<file path="config.mk">
export PLATFORM = sky130hd
export DESIGN_NAME = ram_boot_loader
export DESIGN_NICKNAME = d
export VERILOG_FILES = /design/src/rtl/ram_boot_loader_pkg.sv /design/src/rtl/ram_boot_loader_packer.sv /design/src/rtl/ram_boot_loader.sv
export SDC_FILE = /design/constraint.sdc
export NUM_CORES = 1
export LEC_CHECK = 0
export ABC_AREA = 1
export CORE_UTILIZATION = 30
export DETAILED_ROUTE_END_ITERATION = 8
export HOLD_SLACK_MARGIN = 0.05
export SYNTH_ARGS = -nofsm -noshare
export SYNTH_HDL_FRONTEND = slang
export SYNTH_SLANG_ARGS = --single-unit
</file>
<file path="constraint.sdc">
create_clock -name clk_i -period 3.4 [get_ports clk_i]
set_input_delay 0.68 -clock clk_i [delete_from_list [all_inputs] [get_ports clk_i]]
set_output_delay 0.68 -clock clk_i [all_outputs]
set_load 0.01 [all_outputs]
</file>
<file path="src/rtl/ram_boot_loader_pkg.sv">
// Shared types and helpers for the RAM boot loader: FSM state encoding and
// lane-count to byte-enable conversion.
package ram_boot_loader_pkg;

  localparam int unsigned BeMaskWidth = 4;

  typedef enum logic [2:0] {
    IDLE,
    LOAD,
    WRITE,
    CHECK,
    DRAIN,
    DONE
  } state_e;

  // Number of filled lanes (0..4) -> contiguous low-order byte-enable mask.
  function automatic logic [BeMaskWidth-1:0] be_from_lanes(input logic [2:0] lanes);
    logic [BeMaskWidth-1:0] be;
    case (lanes)
      3'd0:    be = 4'b0000;
      3'd1:    be = 4'b0001;
      3'd2:    be = 4'b0011;
      3'd3:    be = 4'b0111;
      default: be = 4'b1111;
    endcase
    return be;
  endfunction

endpackage

</file>
<file path="src/rtl/ram_boot_loader_packer.sv">
// Little-endian byte packer: each pushed byte lands in the next free lane of a
// 32-bit word; the lane count drives the byte-enable mask.
module ram_boot_loader_packer
  import ram_boot_loader_pkg::*;
(
  input  logic                   clk_i,
  input  logic                   rst_ni,
  input  logic                   i_clear,
  input  logic                   i_push,
  input  logic [7:0]             i_byte,
  output logic [31:0]            o_word,
  output logic [BeMaskWidth-1:0] o_be,
  output logic                   o_last_lane
);

  logic [2:0]  r_count;
  logic [31:0] r_word;

  // Clear wins over push; the top never does both in the same cycle.
  always_ff @(posedge clk_i or negedge rst_ni) begin
    if (!rst_ni) begin
      r_count <= '0;
      r_word  <= '0;
    end else if (i_clear) begin
      r_count <= '0;
      r_word  <= '0;
    end else if (i_push) begin
      r_word[{r_count[1:0], 3'b000} +: 8] <= i_byte;
      r_count                             <= r_count + 3'd1;
    end
  end

  assign o_word      = r_word;
  assign o_be        = be_from_lanes(r_count);
  assign o_last_lane = (r_count == 3'd3);

endmodule

</file>
<file path="src/rtl/ram_boot_loader.sv">
// Streams host bytes into RAM as packed words from a base address, reads the
// region back into an additive checksum, and releases core reset after a load.
module ram_boot_loader
  import ram_boot_loader_pkg::*;
#(
  parameter int unsigned AddrWidth = 14,
  parameter int unsigned LenWidth  = 16,
  parameter bit          BootHold  = 1'b1
) (
  input  logic                 clk_i,
  input  logic                 rst_ni,
  input  logic                 start_i,
  input  logic [AddrWidth-1:0] base_addr_i,
  input  logic [LenWidth-1:0]  len_bytes_i,
  input  logic                 s_valid_i,
  input  logic [7:0]           s_data_i,
  output logic                 s_ready_o,
  output logic                 req_o,
  output logic                 we_o,
  output logic [3:0]           be_o,
  output logic [31:0]          addr_o,
  output logic [31:0]          wdata_o,
  input  logic                 rvalid_i,
  input  logic [31:0]          rdata_i,
  output logic                 busy_o,
  output logic                 done_o,
  output logic [31:0]          checksum_o,
  output logic                 core_rst_no
);

  state_e                 r_state;
  state_e                 w_state_next;
  logic [AddrWidth-1:0]   r_base;
  logic [AddrWidth-1:0]   r_addr;
  logic [AddrWidth-1:0]   r_rd_left;
  logic [LenWidth-1:0]    r_bytes_left;
  logic [BeMaskWidth-1:0] r_last_be;
  logic [31:0]            r_checksum;
  logic                   r_core_rst_n;
  logic                   r_rd_pend;

  logic                   w_accept;
  logic                   w_pack_clear;
  logic [31:0]            w_word;
  logic [BeMaskWidth-1:0] w_pack_be;
  logic                   w_last_lane;
  logic [BeMaskWidth-1:0] w_rd_be;
  logic [31:0]            w_rd_mask;

  assign w_accept     = s_valid_i & s_ready_o;
  assign w_pack_clear = ((r_state == IDLE) & start_i) | (r_state == WRITE);

  ram_boot_loader_packer u_packer (
    .clk_i       (clk_i),
    .rst_ni      (rst_ni),
    .i_clear     (w_pack_clear),
    .i_push      (w_accept),
    .i_byte      (s_data_i),
    .o_word      (w_word),
    .o_be        (w_pack_be),
    .o_last_lane (w_last_lane)
  );

  always_comb begin
    w_state_next = r_state;
    case (r_state)
      IDLE:  if (start_i) w_state_next = (len_bytes_i == '0) ? DONE : LOAD;
      LOAD:  if (w_accept && (w_last_lane || (r_bytes_left == LenWidth'(1))))
               w_state_next = WRITE;
      WRITE: w_state_next = (r_bytes_left == '0) ? CHECK : LOAD;
      CHECK: if (r_rd_left == '0) w_state_next = DRAIN;
      DRAIN: w_state_next = DONE;
      DONE:  w_state_next = IDLE;
      default: w_state_next = IDLE;
    endcase
  end

  // Only the last read can return in DRAIN, so that is where the partial mask applies.
  always_comb begin
    w_rd_be = (r_state == DRAIN) ? r_last_be : '1;
    for (int unsigned b = 0; b < BeMaskWidth; b++) begin
      w_rd_mask[8*b +: 8] = {8{w_rd_be[b]}};
    end
  end

  always_ff @(posedge clk_i or negedge rst_ni) begin
    if (!rst_ni) begin
      r_state      <= IDLE;
      r_base       <= '0;
      r_addr       <= '0;
      r_rd_left    <= '0;
      r_bytes_left <= '0;
      r_last_be    <= '0;
      r_checksum   <= '0;
      r_core_rst_n <= !BootHold;
      r_rd_pend    <= 1'b0;
    end else begin
      r_state   <= w_state_next;
      r_rd_pend <= req_o & ~we_o;
      case (r_state)
        IDLE: if (start_i) begin
          r_base       <= base_addr_i;
          r_addr       <= base_addr_i;
          r_bytes_left <= len_bytes_i;
          r_rd_left    <= AddrWidth'((len_bytes_i - LenWidth'(1)) >> 2);
          r_last_be    <= be_from_lanes((len_bytes_i[1:0] == 2'd0) ? 3'd4
                                                                   : {1'b0, len_bytes_i[1:0]});
          r_checksum   <= '0;
        end
        LOAD:  if (w_accept) r_bytes_left <= r_bytes_left - LenWidth'(1);
        WRITE: r_addr <= (r_bytes_left == '0) ? r_base : r_addr + AddrWidth'(1);
        CHECK: begin
          r_addr    <= r_addr + AddrWidth'(1);
          r_rd_left <= r_rd_left - AddrWidth'(1);
        end
        DONE:  r_core_rst_n <= 1'b1;
        default: ;
      endcase
      if (rvalid_i && ((r_state == CHECK) || (r_state == DRAIN))) begin
        r_checksum <= r_checksum + (rdata_i & w_rd_mask);
      end
    end
  end

  assign s_ready_o   = (r_state == LOAD);
  assign req_o       = (r_state == WRITE) || (r_state == CHECK);
  assign we_o        = (r_state == WRITE);
  assign be_o        = (r_state == WRITE) ? w_pack_be : ((r_state == CHECK) ? 4'hF : 4'h0);
  assign addr_o      = req_o ? 32'(r_addr) : '0;
  assign wdata_o     = we_o ? w_word : '0;
  assign busy_o      = (r_state != IDLE);
  assign done_o      = (r_state == DONE);
  assign checksum_o  = r_checksum;
  assign core_rst_no = r_core_rst_n;

  ap_req_single_state: assert property (@(posedge clk_i) disable iff (!rst_ni)
    req_o |-> $onehot({r_state == WRITE, r_state == CHECK}));

  ap_rvalid_after_read: assert property (@(posedge clk_i) disable iff (!rst_ni)
    rvalid_i |-> r_rd_pend);

endmodule

</file>
; ---- After elaboration in Yosys (flattened, before gate mapping)
; Index checks and enable logic that the tools add are counted.
[word_totals]
mem_count = 0
rom_bits = 0
ramBits = 0
input_bits = 75
register_bits = 133
output_inout_bits = 106
latch_bits = 0
[classes]
n_lt_le_gt_ge = 0
multipliers = 0
n_shift = 2
add_sub_neg = 7
mux = 30
n_eq_ne = 16
n_div = 0
n_reduce_logical = 25
n_bitwise = 4
[ops]
columns = cell, n
row1 = 32-bit two-way mux, 6
row2 = 14-bit two-way mux, 4
row3 = 14-bit one-hot mux with 3 select lines, 1
row4 = 32-bit adder, 1
row5 = 32-bit AND, 1
row6 = 32-bit bitwise mux, 1
row7 = 16-bit logical NOT, 2
row8 = 16-bit two-way mux, 2
row9 = 16-bit one-hot mux with 2 select lines, 1
row10 = 4-bit one-hot mux with 4 select lines, 2
row11 = 8-bit by 7-bit variable shift with 32-bit output (first input constant), 1
row12 = 8-bit by 7-bit variable part select with 32-bit output, 1
row13 = 16-bit by 1-bit subtractor with 16-bit output (second input constant), 2
row14 = 14-bit one-hot mux with 2 select lines, 1
row15 = 3-bit two-way mux, 7
row16 = 3-bit by 2-bit equality test with 1-bit output (second input constant), 6
row17 = 16-bit by 1-bit equality test with 1-bit output (second input constant), 1
row18 = 3-bit one-hot mux with 5 select lines, 1
row19 = 14-bit by 1-bit adder with 14-bit output (second input constant), 1
row20 = 14-bit logical NOT, 1
row21 = 14-bit by 1-bit subtractor with 14-bit output (second input constant), 1
row22 = 4-bit two-way mux, 3
row23 = 2-bit nonzero test, 5
row24 = 3-bit by 1-bit equality test with 1-bit output (second input constant), 3
row25 = 15 further kinds, 29

; ---- Logic depth before layout (Yosys ltp)
; Gate-level depths: netlist (run 1).
[logic_depth]
ltp_word = 5
mapped_depth = 19
mapped_depth_nobuf = 19

; ---- Cells and area by module
; Synthesis (run 1) repeated with hierarchy kept, for this count alone.
[unflattened]
hier_cells = 1637
hier_area_um2 = 10369.9
[by_module_without_submodules]
columns = mod, area_per_inst_um2, n_inst, cells_per_inst, seq_area_each_um2
row1 = ram_boot_loader, 8589.5, 1, 1423, 2452.4
row2 = ram_boot_loader_packer, 1780.5, 1, 214, 875.8

; ---- Least setup slack after synthesis (run 1)
; OpenSTA, ideal clock, no wires.
[synth_timing]
path_type = register to register
startpoint = register r_state[0]
endpoint = register r_checksum[27], in the netlist checksum_o[27]
arrival_time_ps = 2347
setup_ps = 117
stages_incl_launch_ff = 18
slack_ps = 936
path_cell_list = dfrtp_1 > nor2_1 > nand2_1 > or2_2 > clkbuf_1 > nand2_1 > inv_1 > ha_1 > nand2_1 > nor2_1 > inv_1 > nor2_1 > and2_1 > nand2_1 > nand2_1 > nand2_1 > nand3_1 > nand2_1
[synth_via]
elab_chain_len = 5
word_cells_on_any_way = 12
cone_classes = add/sub: 1 / eq/ne: 2 / mux: 2 / bitwise: 1 / reduce/logical: 6
[synth_lines]
columns = item, line_no
row1 = "start, declared", ram_boot_loader.sv:31  ; state_e r_state;
row2 = "start signal, assigned", ram_boot_loader.sv:98  ; r_state <= w_state_next;
row3 = 3-bit equality test or 3-bit by 2-bit equality test with 1-bit output (tied branches), "ram_boot_loader.sv:80, ram_boot_loader.sv:119"
row4 = 4-bit two-way mux or 1-bit logical OR (tied branches), "ram_boot_loader.sv:80, ram_boot_loader.sv:119"
row5 = 32-bit AND or 1-bit logical AND (tied branches), "ram_boot_loader.sv:120, ram_boot_loader.sv:119"
row6 = 32-bit adder or 2-bit nonzero test (tied branches), n/a
row7 = 32-bit two-way mux or 2-bit AND reduction (tied branches), n/a
row8 = "end signal, assigned", ram_boot_loader.sv:120  ; r_checksum <= r_checksum + (rdata_i & w_rd_mask);
row9 = "end, declared", ram_boot_loader.sv:38  ; logic [31:0] r_checksum;
; Several ways; a longest one is shown, not always the timed one.
; A chain may end at the register's enable or synchronous reset.

; ---- Final worst setup path (run 1)
[layout_timing]
startpoint = register u_packer.r_count[0]
endpoint = output be_o[2]
[layout_via]
elab_chain_len = 3
word_cells_on_any_way = 6
cone_classes = eq/ne: 3 / mux: 2 / reduce/logical: 1
[layout_lines]
columns = item, line_no
row1 = "start, declared", ram_boot_loader_packer.sv:16  ; logic [2:0] r_count;
row2 = "start signal, assigned", ram_boot_loader_packer.sv:29  ; r_count <= r_count + 3'd1;
row3 = 3-bit by 2-bit equality test with 1-bit output (tied with other cells), ram_boot_loader_pkg.sv:19  ; case (lanes)
row4 = 4-bit one-hot mux with 4 select lines (*), ram_boot_loader_pkg.sv:19
row5 = 4-bit two-way mux (*), ram_boot_loader.sv:128  ; assign be_o = (r_state == WRITE) ? w_pack_be : ((r_state == CHECK) ? 4'hF : 4'h0);
row6 = "end, declared", ram_boot_loader.sv:20  ; output logic [3:0] be_o,
; Every way passes the cells marked *; elsewhere a longest branch is shown, timed or not.

==> summary by stage, run 1 <==
STA
The number of max-slew violations in the final report is 0. Headroom to the max-slew limit came out at a little under three fifths. The highest clock frequency the design can meet is approximately 310 MHz.

The transition time at the pin with the least slew margin is approximately 660 ps. Setup repair after global routing left no endpoint under its margin. The final critical path takes up a little over nine tenths of the cycle. The aggregate negative setup slack is 0 ps.

The minimum period implied by the final worst setup slack is about 3300 ps. The count of endpoints failing setup in the final report is 0. The final number of hold-violating endpoints is 0. The clock skew is roughly 13 ps.

Once routing completed, OpenROAD measured the worst setup slack at roughly 150 ps.

Die
The placement row count is 66. The height of the die is about 180 um. The die width is between 150 and 200 um. The number of placed I/O pins is between 150 and 200.

After floorplanning, the core was sized to cover roughly 0.033 sq mm. The die footprint is 0.0342 sq mm. Once the floorplan was initialized, standard cells occupied around 30% of the core.

Synth
After synthesis the cells add up to 0.0100 sq mm. The number of warnings issued by yosys is 0. After synthesis the netlist holds a flip-flop and latch count of ~130. The fraction of registers with async set/reset is between 90% and 100%. Yosys mapped the design onto between 40 and 50 distinct sky130hd cell types. For this run, the leading register cell type out of synthesis is sky130_fd_sc_hd__dfrtp_1. The number of instances in the synthesized netlist is approximately 1600.

Of the synthesized area, sequential elements account for about a third. The synthesized area divided by synthesized cell count is between 6 and 7 sq um. The count of flip-flops with a built-in enable after synthesis is 0.

Place
Once placement finished, the instance area stood at between 0.01 and 0.015 sq mm. The post-DP HPWL is ~23 mm. The placer congestion estimate is between 0.9 and 1. During placement, the flow inserted port buffers numbering about 160. After detailed placement, the design holds a cell count of roughly 2100.

At the placement stage, the worst setup path has a slack of ~300 ps.

Clocking
CTS saw ~130 sinks. The largest buffer count on any clock path is 2. For the worst-skew pair, the clock arrives at the later sink with an insertion delay of 440 ps. The number of setup buffers added after CTS is 0.

The number of buffers created by CTS is 17. The H-tree was split into 4 levels. In this run the clock root is driven by a sky130_fd_sc_hd__clkbuf_16. The clock tree from TritonCTS is done. The clock-pin slew of the registers on the worst-case setup and hold paths is approximately 70 ps.

Routing
The first detailed-routing pass took 6 iterations. In the final routed layout, each cell accounts on average for between 10 and 15 um. The ratio of routed vias to standard cells is between 4 and 5. The routed wire length is slightly above 30 mm. After the first detailed-routing iteration, the DRC count stood at between 600 and 700. The count of vias placed by the detailed router is about 10000. The count of unresolved DRC violations after routing is 0.

In this run the remaining antenna-violating nets after routing total 0.

GRT
The total overflow left after global routing is 0. The overall fraction of global-route tracks in use is 18.4%. The number of global-route vias before repair is 9625. Entering global routing, the biggest net connects 62 pins. The number of antenna violations at the first check in global routing is 1.

The first global-routing pass estimated between 40 and 50 mm of wire.

Critical path
The worst path required time is roughly 2700 ps. The kind of cell with the highest combined delay along the critical path is buffers and inverters. The peak fanout along the critical path is 11.

The worst setup path is captured at an output pin. The arrival time at the worst endpoint is approximately 2600 ps. The worst register-to-register path begins at r_state[0]$_DFFE_PN0P_. The number of buffer and inverter instances along the worst setup path is 3. The critical path startpoint category is a flop. By startpoint and endpoint, the worst setup path is classified as flop to output pin.

The signal on the critical path passes through clkinv_1 -> buf_4 -> ha_1 -> a21oi_1 -> nand2_1 -> a31oi_2 -> clkdlybuf4s50_1. Tracing the worst setup path back leads to its startpoint at u_packer.r_count[0]$_DFFE_PN0P_. The critical-path cell with the highest stage delay is sky130_fd_sc_hd__clkdlybuf4s50_1. The largest single stage delay on the critical path is 590 ps.

Layout
The post-route core utilization is roughly two fifths. The signed area change from the synthesized netlist to the final layout is 26.4%. In the layout the commonest cells are sky130_fd_sc_hd__nand2_1, sky130_fd_sc_hd__inv_1, sky130_fd_sc_hd__clkdlybuf4s50_1, sky130_fd_sc_hd__nor2_1, sky130_fd_sc_hd__dfrtp_1. The finished cells cover between 0.01 and 0.015 sq mm. In the final design database the tool counted about 1800 nets.

Leaving out fill and tap cells, the most frequent cell in the layout is sky130_fd_sc_hd__nand2_1. Of the cells placed in the final design, the portion with a size suffix greater than 1 is under 10%. Leaving out filler cells and counting taps, the final layout contains 2181.

Job
The total of max-cap violations is 0.

Power
The worst-case vdd ir drop is 0.000338 V. In this run the static leakage power is 0.00654 uW. The power density relative to cell area is 569 mW/mm^2.

Hold path
In this run the worst hold path is classified as input pin to async pin.

Status
The run finished with clean final reports.
[per-layer routing]
metal | vias up | GRT usage [%] | share of wire, % | routed length (um)
met4 | 0 | 5.79 | 1.9 | 584
met3 | 37 | 3.62 | 5.1 | 1570
met5 | - | 0 | 0 | 0
met1 | 4602 | 23.5 | 45 | 13800
li1 | 5156 | - | - | -
met2 | 255 | 31.0 | 48 | 14700
[power by group]
part           total, uW  leakage, uW  internal, uW  switching (uW)
Combinational       3210      0.00461          1290            1920
Clock               1900     0.000274          1050             846
Sequential          2120      0.00166          1850             269
Total               7220      0.00654          4190            3030
[worst register-to-register path, delay by kind of cell (launching register included)]
family | cells | cell delay, ps
simple gates | 15 | 1910
flops | 1 | 480
fa+ha+maj | 1 | 340
buf+inv | 2 | 170
[per-stage QoR]
| stage | total power, uW | hold slack (ps) |
|---|---|---|
| 2_1_floorplan | 4170 | 384 |
| 3_3_place_gp | 5300 | 453 |
| 3_5_place_dp | 5330 | 457 |
| 4_1_cts | 7260 | 252 |
| 5_1_grt | 7820 | 274 |
| 6_report | 7220 | 234 |
[cell usage after synthesis (9+ instances only)]
library cell               number  area share [%]
sky130_fd_sc_hd__ha_1          45             5.6
sky130_fd_sc_hd__buf_2         18            0.90
sky130_fd_sc_hd__nor2_1       157             5.9
sky130_fd_sc_hd__dfrtp_1      133              33
sky130_fd_sc_hd__nand2_1      488              18
sky130_fd_sc_hd__nand4_1       11            0.69
sky130_fd_sc_hd__inv_1        287              11
sky130_fd_sc_hd__xor2_1        11            0.96
sky130_fd_sc_hd__a21oi_1       70             3.5
sky130_fd_sc_hd__o22ai_1       24             1.5
sky130_fd_sc_hd__o211ai_1       9            0.67
sky130_fd_sc_hd__nor3_1        16            0.80
sky130_fd_sc_hd__buf_4         22             1.6
sky130_fd_sc_hd__o21ai_0       96             4.8
sky130_fd_sc_hd__nand3_1       92             4.6
[cell type report]
class                           count  area, sq um
Clock buffer                       18          439
Tap cell                          442          553
Timing Repair Buffer              175         1730
Inverter                          297         1120
Fill cell                        3504        20000
Clock inverter                     14          144
Multi-Input combinational cell   1101         5360
Sequential cell                   133         3330
Antenna cell                        1         2.50
[repair_timing]
item,4_1_cts,5_1_grt
endpoints found under the hold margin,0,0
setup endpoints to repair,0,4
gates resized for setup,0,5
hold buffers,0,0
[registers in the layout, summed over array words and instances (netlist names), 3 cells and up]
name	flops
checksum_o	32
u_packer.o_word	32
r_bytes_left	16
r_addr	14
r_base	14
r_rd_left	14
r_last_be	4
r_state	3
u_packer.r_count	3
[kinds of logic (layout without fill, tap and decap cells)]
kind of cell    after synthesis  count (layout)  synth area share (%)
flops                       133             133                  33.2
simple gates                797             797                  32.8
compound gates              222             222                  12.4
buf+inv                     348             504                  14.2
fa+ha+maj                    46              46                  5.81
other cells                   1              19                0.0374
xor+xnor                     18              18                  1.57
[path summary, 6_finish.rpt]
path / to / cells past startpoint / slack, ps
max: be_o[2] / 7 / 150
min: checksum_o[6]$_DFFE_PN0P_ / 1 / 230
max reg2reg: checksum_o[31]$_DFFE_PN0P_ / 18 / 380
min reg2reg: r_base[13]$_DFFE_PN0P_ / 2 / 470
max in group asynchronous: r_bytes_left[15]$_DFFE_PN0P_ / 2 / 2330
min in group clk_i: r_base[13]$_DFFE_PN0P_ / 2 / 470
(Power assumes the default switching activity.)
==> inputs of run 2 (changes only) <==
- PLACE_DENSITY_LB_ADDON: default -> 0.15
==> run 2 against run 1 <==
Net effect:
- first-iteration DRC count shrank 10%
- cell area down 0.38%
- clock skew decreased by 3.1 ps
- via count down 0.41%
- die area stayed put
- power shrank 1.2%
- global-route usage is 0.61 points higher
- fmax grew 0.22%
- worst hold slack improved by 28 ps
- count of clock-buffer cells in the layout decreased by 1
- sequential power about the same
- critical path type unchanged
- largest cell class unchanged
==> summary by stage, run 2 (synthesized netlist as in run 1, its figures left out) <==
Layout
The final antenna diode count is 0 (was 1). The number of nets in the finished design is 1848 (was 1846). The signed area change from the synthesized netlist to the final layout was 25.9% (was 26.4%). The proportion of layout cells with a drive suffix above 1 is 4.95% (was 5.12%).

Most frequent cells in the layout: sky130_fd_sc_hd__nand2_1, sky130_fd_sc_hd__inv_1, sky130_fd_sc_hd__clkdlybuf4s50_1, sky130_fd_sc_hd__nor2_1, sky130_fd_sc_hd__dfrtp_1 (unchanged). The area taken by flip-flops and latches came to 0.00333 sq mm (unchanged). The area of the multi-input gates came to 0.00535 sq mm (was 0.00536 sq mm). The number of fillers in the final layout came to 3565 (was 3504).

The final design instance area without fill came to 0.0126 sq mm (was 0.0127 sq mm). The final standard cell count with taps included and fillers excluded was 2181 (unchanged). The most common library cell in the layout ignoring fill and taps is sky130_fd_sc_hd__nand2_1 (unchanged).

Critical path
The capture instance of the worst register-to-register path is checksum_o[27]$_DFFE_PN0P_ (was checksum_o[31]$_DFFE_PN0P_). The arrival time at the worst endpoint is 2560 ps (was 2570 ps). The path depth of the worst reg2reg path is 16 (was 18).

The critical setup path kind is flop to output pin (unchanged). The peak fanout along the critical path was 10 (was 11). The critical path startpoint category is a flop (unchanged). The worst reg2reg path startpoint is r_state[0]$_DFFE_PN0P_ (unchanged). The kind of capture point of the worst setup path is an output pin (unchanged).

The flop-to-flop setup slack is 550 ps (was 380 ps). The worst path required time came to 2720 ps (about the same).

Die
The area of the placeable core came to 0.0327 sq mm (unchanged). The height of the die is 185 um (unchanged). The die width came to 185 um (unchanged). The placement row count is 66 (unchanged). The starting density of the core came to 30.7% (unchanged). The die footprint is 0.0342 sq mm (unchanged). The number of placed I/O pins is 181 (unchanged).

Clocking
The clock latency on the worst-skew pair is 430 ps (was 440 ps). The total of hold buffers inserted after clock tree synthesis was 0 (unchanged). The total clock sinks came to 133 (unchanged). The number of instances resized during post-cts repair is 0 (unchanged).

The clock tree from TritonCTS is done (unchanged). The number of buffers created by CTS is 17 (unchanged). The number of setup buffers added after CTS is 0 (unchanged).

The largest buffer count on any clock path was 2 (unchanged). The clock-pin slew of the registers on the worst-case setup and hold paths was 70 ps (about the same). The clock root buffer master is sky130_fd_sc_hd__clkbuf_16 (unchanged). The number of levels the H-tree was split into is 4 (unchanged).

Routing
The ratio of routed vias to standard cells was 4.59 (was 4.61). The number of detailed-route iterations in the first pass is 4 (was 6). The average routed wire per standard cell is 14.4 um (was 14.1 um). The number of DRC violations after detailed-routing iteration 0 is 570 (was 633).

The count of unresolved DRC violations after routing is 0 (unchanged). The count of vias placed by the detailed router is 10009 (was 10050). The number of routed nets with antenna violations is 0 (unchanged). The routed wire length was 31.5 mm (was 30.7 mm).

GRT
The number of global-route vias before repair is 9718 (was 9625). The met1 usage in global routing came to 25.5% (was 23.5%). The peak-usage layer in the global routing report is met2 (unchanged). The met2 capacity usage during global routing is 32.0% (was 31.0%). The met3 layer usage reported by global route is 3.09% (was 3.62%). The global-route wire length before repair is 50.9 mm (was 49.0 mm).

The number of antenna violations at the first check in global routing is 0 (was 1). The pin count of the biggest net entering global routing is 66 (was 62). The remaining global-route overflow is 0 (unchanged). The overall fraction of global-route tracks in use is 19.0% (was 18.4%).

STA
The final period utilization is 95.4% (was 95.6%). The number of max-slew violations in the final report was 0 (unchanged). The count of endpoints failing setup in the final report came to 0 (unchanged). The final number of hold-violating endpoints is 0 (unchanged). The highest clock frequency the design can meet is 308 MHz (about the same). The final worst hold slack is 261 ps (was 234 ps). The clock skew is 9.76 ps (was 12.9 ps). The minimum period implied by the final worst setup slack was 3240 ps (was 3250 ps). Unrepaired setup endpoints after global routing: true (was false).

The max-slew headroom at the worst pin is 48.0% (was 56.0%). The transition time at the pin with the least slew margin is 779 ps (was 660 ps).

Power
The power density relative to cell area was 565 mW/mm^2 (was 569 mW/mm^2). The static leakage is 0.00654 uW (about the same). The worst-case vdd ir drop was 0.000319 V (was 0.000338 V). The total chip power was 7140 uW (was 7220 uW).

Place
The placer congestion estimate is 0.917 (unchanged). The count of port buffers added during placement came to 162 (unchanged). The post-DP HPWL came to 23.9 mm (was 23.4 mm). The number of placed instances, taps included is 2150 (was 2148). The cell area after placement is 0.0121 sq mm (about the same).

Hold path
The worst min-delay path category is input pin to async pin (unchanged).

Job
The total of max-cap violations is 0 (unchanged).

Status
Run status: completed (unchanged).
## run 2: how the worst max path moves through the flow
| stage | from | endpoint | slack [ps] |
|---|---|---|---|
| 2_1_floorplan | r_state[0]$_DFFE_PN0P_ | checksum_o[27]$_DFFE_PN0P_ | 940 |
| 4_1_cts | u_packer.r_count[0]$_DFFE_PN0P_ | be_o[2] | 120 |
| 5_1_grt | u_packer.r_count[0]$_DFFE_PN0P_ | be_o[0] | -40 |
| 3_3_place_gp | rdata_i[0] | checksum_o[28]$_DFFE_PN0P_ | 510 |
| 3_5_place_dp | rdata_i[0] | checksum_o[20]$_DFFE_PN0P_ | 480 |
| 6_report | u_packer.r_count[0]$_DFFE_PN0P_ | be_o[2] | 160 |
## run 2: critical path, cell delays in order, from the launching register on
cell and delay (ps):
sky130_fd_sc_hd__dfrtp_1 450, sky130_fd_sc_hd__clkinv_1 140, sky130_fd_sc_hd__buf_4 190, sky130_fd_sc_hd__ha_1 250, sky130_fd_sc_hd__a21oi_1 170, sky130_fd_sc_hd__nand2_1 100
sky130_fd_sc_hd__a31oi_1 240, sky130_fd_sc_hd__clkdlybuf4s50_1 590
## run 2: power by group
part           internal (uW)  leakage (uW)  switching (uW)  total (uW)
combinational           1290       0.00461            1910        3200
clock                   1010      0.000276             809        1820
sequential              1850       0.00166             260        2110
total                   4160       0.00654            2980        7140
## run 2: final cells by class
type	count	share of cell area, %
multi-input cells	1101	42.3
flip-flops and latches	133	26.3
repair buffers	177	13.7
inverters	297	8.86
well taps	442	4.38
clock buffers	17	3.37
clock inverters	14	1.00
## run 2: layer usage
layer	share of wire [%]	up-vias
li1	-	5159
met1	49	4651
met2	46	178
met3	3.7	21
met4	1.1	0
met5	0	-
## run 2: per-stage QoR
stage / TNS (ps) / setup WS, ps / util [%]
6_report: 0 / 156 / 38.6
5_1_grt: -37.0 / -37.0 / 38.6
4_1_cts: 0 / 117 / 38.6
3_5_place_dp: 0 / 477 / 36.9
3_3_place_gp: 0 / 505 / 36.9
2_1_floorplan: 0 / 936 / -
==> inputs of run 3 (changes only) <==
- CAP_MARGIN: default -> 5
- PLACE_DENSITY: default -> 0.51
- PLACE_DENSITY_LB_ADDON: 0.15 -> default
- SYNTH_HIERARCHICAL: default -> 1
==> run 3 against run 2 <==
Net effect:
- synthesized cell count grew 4.6%
- worst setup slack gained 30 ps
- critical path depth grew 1
- count of clock-buffer cells in the layout is the same
==> summary by stage, run 3 <==
Status
Run status: completed (unchanged).

Job
The total of max-cap violations is 0 (unchanged).

Synth
The top-area cell type share of the netlist area is 32.1% (was 33.2%). The post-synthesis register bit count is 133 (unchanged). The share of synthesized area occupied by flip-flops and latches is 32.1% (was 33.2%). The dominant cell by count in the synthesized netlist is sky130_fd_sc_hd__nand2_1 (unchanged). The fraction of registers with async set/reset is 100% (unchanged). The number of instances in the synthesized netlist is 1637 (was 1565). The count of distinct cell types in the synthesized netlist is 48 (was 45). The number of warnings issued by yosys is 6 (was 0).

The flip-flop cell with the highest count after synthesis is sky130_fd_sc_hd__dfrtp_1 (unchanged). Cell types occupying the most area after synthesis: sky130_fd_sc_hd__dfrtp_1, sky130_fd_sc_hd__nand2_1, sky130_fd_sc_hd__inv_1 (unchanged). The synthesized area divided by synthesized cell count is 6.33 sq um (was 6.41 sq um).

The cell type with the highest aggregate area in the netlist is sky130_fd_sc_hd__dfrtp_1 (unchanged). Commonest cells in the netlist: sky130_fd_sc_hd__nand2_1, sky130_fd_sc_hd__inv_1, sky130_fd_sc_hd__nor2_1 (unchanged). The count of flip-flops with a built-in enable after synthesis is 0 (unchanged).

The post-synth design cell area is 0.0104 sq mm (was 0.0100 sq mm).

Layout
The number of nets in the finished design is 1913 (was 1848). Most frequent cells in the layout: sky130_fd_sc_hd__nand2_1, sky130_fd_sc_hd__inv_1, sky130_fd_sc_hd__clkdlybuf4s50_1, sky130_fd_sc_hd__nor2_1, sky130_fd_sc_hd__dfrtp_1 (unchanged). The final antenna diode count was 0 (unchanged). The most common library cell in the layout ignoring fill and taps is sky130_fd_sc_hd__nand2_1 (unchanged). The signed area change from the synthesized netlist to the final layout is 24.9% (was 25.9%). The proportion of layout cells with a drive suffix above 1 was 5.15% (was 4.95%). The post-route core utilization is 38.4% (was 38.6%). The final design instance area without fill is 0.0130 sq mm (was 0.0126 sq mm).

Hold path
The worst min-delay path category is input pin to async pin (unchanged).

Critical path
Cells along the critical path: ha_1 -> ha_1 -> a21oi_1 -> nand2_1 -> nand2_1 -> nor2_1 -> nor2_1 -> clkdlybuf4s50_1 (was clkinv_1 -> buf_4 -> ha_1 -> a21oi_1 -> nand2_1 -> a31oi_1 -> clkdlybuf4s50_1). The critical path startpoint category is a flop (unchanged). The peak fanout along the critical path is 13 (was 10).

The family of cells with the greatest summed delay on the critical path is buffers and inverters (unchanged). The worst reg2reg path startpoint is r_state[2]$_DFFE_PN0P_ (was r_state[0]$_DFFE_PN0P_). The critical setup path kind is flop to output pin (unchanged). The critical-path cell with the highest stage delay is sky130_fd_sc_hd__clkdlybuf4s50_1 (unchanged).

The worst path required time is 2720 ps (about the same). The path depth of the worst reg2reg path is 17 (was 16). The kind of capture point of the worst setup path is an output pin (unchanged).

The capture instance of the worst register-to-register path is checksum_o[23]$_DFFE_PN0P_ (was checksum_o[27]$_DFFE_PN0P_). The number of buffer and inverter instances along the worst setup path is 1 (was 3). The flop-to-flop setup slack was 470 ps (was 550 ps). The arrival time at the worst endpoint is 2530 ps (was 2560 ps). The delay of the slowest cell on the worst path is 550 ps (was 590 ps).

STA
The final worst-path setup slack is 186 ps (was 156 ps). The final worst hold slack was 230 ps (was 261 ps). The highest clock frequency the design can meet is 311 MHz (was 308 MHz). The aggregate negative setup slack came to 0 ps (unchanged).

The final period utilization is 94.5% (was 95.4%). The count of endpoints failing setup in the final report is 0 (unchanged). The minimum period implied by the final worst setup slack is 3210 ps (was 3240 ps). Unrepaired setup endpoints after global routing: false (was true). The number of max-slew violations in the final report was 0 (unchanged).

The max-slew headroom at the worst pin is 58.9% (was 48.0%). The final number of hold-violating endpoints is 0 (unchanged). The transition time at the pin with the least slew margin is 616 ps (was 779 ps). The clock skew is 23.8 ps (was 9.76 ps).

GRT
The pin count of the biggest net entering global routing came to 55 (was 66). The remaining global-route overflow was 0 (unchanged). The number of global-route vias before repair is 9997 (was 9718). The number of antenna violations at the first check in global routing is 2 (was 0). The overall fraction of global-route tracks in use is 18.5% (was 19.0%).

The global-route wire length before repair came to 52.4 mm (was 50.9 mm).

Clocking
The clock root buffer master is sky130_fd_sc_hd__clkbuf_16 (unchanged). The number of buffers created by CTS is 17 (unchanged). The clock-pin slew of the registers on the worst-case setup and hold paths is 70 ps (about the same).

The clock latency on the worst-skew pair is 430 ps (about the same). The number of levels the H-tree was split into came to 4 (unchanged). The total clock sinks came to 133 (unchanged). The clock tree from TritonCTS is done (unchanged). The total of hold buffers inserted after clock tree synthesis is 0 (unchanged).

The largest buffer count on any clock path came to 2 (unchanged).

Place
The placer congestion estimate is 0.884 (was 0.917). The cell area after placement was 0.0124 sq mm (was 0.0121 sq mm). The post-DP HPWL is 24.2 mm (was 23.9 mm). The post-placement setup slack was 422 ps (was 477 ps). The count of port buffers added during placement is 162 (unchanged).

Routing
The average routed wire per standard cell was 14.2 um (was 14.4 um). The count of unresolved DRC violations after routing is 0 (unchanged). The routed wire length was 31.9 mm (was 31.5 mm). The number of detailed-route iterations in the first pass is 5 (was 4). The count of vias placed by the detailed router is 10259 (was 10009). The number of DRC violations after detailed-routing iteration 0 is 615 (was 570). The ratio of routed vias to standard cells is 4.55 (was 4.59). The number of routed nets with antenna violations is 0 (unchanged).

Power
The power density relative to cell area is 527 mW/mm^2 (was 565 mW/mm^2). The worst-case vdd ir drop is 0.000345 V (was 0.000319 V). The static leakage came to 0.00679 uW (was 0.00654 uW).

Die
The number of placed I/O pins is 181 (unchanged). The placement row count is 67 (was 66). The height of the die is 188 um (was 185 um).

The die footprint is 0.0353 sq mm (was 0.0342 sq mm). The starting density of the core is 30.7% (about the same). The die width is 188 um (was 185 um). The area of the placeable core is 0.0338 sq mm (was 0.0327 sq mm).
==> run 3: cell types whose count changed after synthesis, sizes merged, moves of 3 or more <==
| cell | change |
|---|---|
| nand2 | +87 |
| o22ai | -17 |
| nor2 | -14 |
| nand3 | +11 |
| o21ai | -9 |
| inv | +7 |
| a21oi | +5 |
| clkbuf | +5 |
| xnor2 | -3 |
==> run 3: worst max path at each step <==
stage                                          startpoint                          to  slack [ps]  cells past startpoint
after floorplan                    r_state[0]$_DFFE_PN0P_  checksum_o[27]$_DFFE_PN0P_         870                     18
after global placement             r_state[2]$_DFFE_PN0P_  checksum_o[23]$_DFFE_PN0P_         440                     17
after detailed placement           r_state[2]$_DFFE_PN0P_  checksum_o[31]$_DFFE_PN0P_         420                     17
after CTS                 u_packer/r_count[0]$_DFFE_PN0P_                     be_o[2]         170                      8
after global routing      u_packer/r_count[0]$_DFFE_PN0P_                     be_o[2]          20                      8
final                     u_packer/r_count[0]$_DFFE_PN0P_                     be_o[2]         190                      8
==> run 3: power by group <==
group	internal (uW)	leakage (uW)	switching [uW]
combinational	1180	0.00485	1750
clock	1040	0.000280	872
sequential	1770	0.00166	212
==> run 3: logic make-up (layout without fill, tap and decap cells) <==
logic type / Yosys count / after routing / share of synthesized area, %
AND/OR/NAND/NOR: 885 / 885 / 36.0
buffers and inverters: 357 / 508 / 14.3
AO/OA/AOI/OAI: 198 / 198 / 10.5
flip-flops: 133 / 133 / 32.1
adder cells (fa/ha/maj): 46 / 46 / 5.62
XOR/XNOR: 17 / 17 / 1.44
other: 1 / 18 / 0.0362
==> run 3: final cells by class <==
cell class,instances,area [sq um]
inverter,303,1140
sequential,133,3330
clock buffer,17,425
fill,3645,20800
multi-input combinational,1164,5620
tap,448,561
clock inverter,15,159
timing repair buffer,173,1720
==> run 3: what timing repair did <==
item	CTS	global route
endpoints found under the setup margin	1	0
buffers inserted	0	0
resized for setup	1	0
==> run 3: per-stage QoR <==
stage	instances	power, uW
after floorplan	1654	3830
after global placement	2221	4930
after global routing	2253	7400
after CTS	2253	6900
final	2253	6830
after detailed placement	2221	4940
==> run 3: metal layers <==
layer | wire (um) | vias to the layer above | GRT usage (%)
li1 | - | 5332 | -
met1 | 15200 | 4705 | 24.4
met2 | 15100 | 193 | 31.2
met3 | 1320 | 25 | 3.44
met4 | 339 | 4 | 4.07
met5 | 26 | - | 0
==> run 3: worst register-to-register path, cell delays in order (launching register included) <==
cell and delay (ps):
sky130_fd_sc_hd__dfrtp_1 540, sky130_fd_sc_hd__nand2_1 190, sky130_fd_sc_hd__inv_1 140, sky130_fd_sc_hd__nand2_1 230, sky130_fd_sc_hd__nand2_1 140, sky130_fd_sc_hd__inv_1 50, sky130_fd_sc_hd__ha_1 350, sky130_fd_sc_hd__nand2_1 140
sky130_fd_sc_hd__nor2_1 230, sky130_fd_sc_hd__nand3_1 110, sky130_fd_sc_hd__nand2_1 150, sky130_fd_sc_hd__nand2_1 70, sky130_fd_sc_hd__nand2_1 150, sky130_fd_sc_hd__nand2_1 100, sky130_fd_sc_hd__nand2_1 70, sky130_fd_sc_hd__nand2_1 40
sky130_fd_sc_hd__nand3_1 60, sky130_fd_sc_hd__nand2_1 50
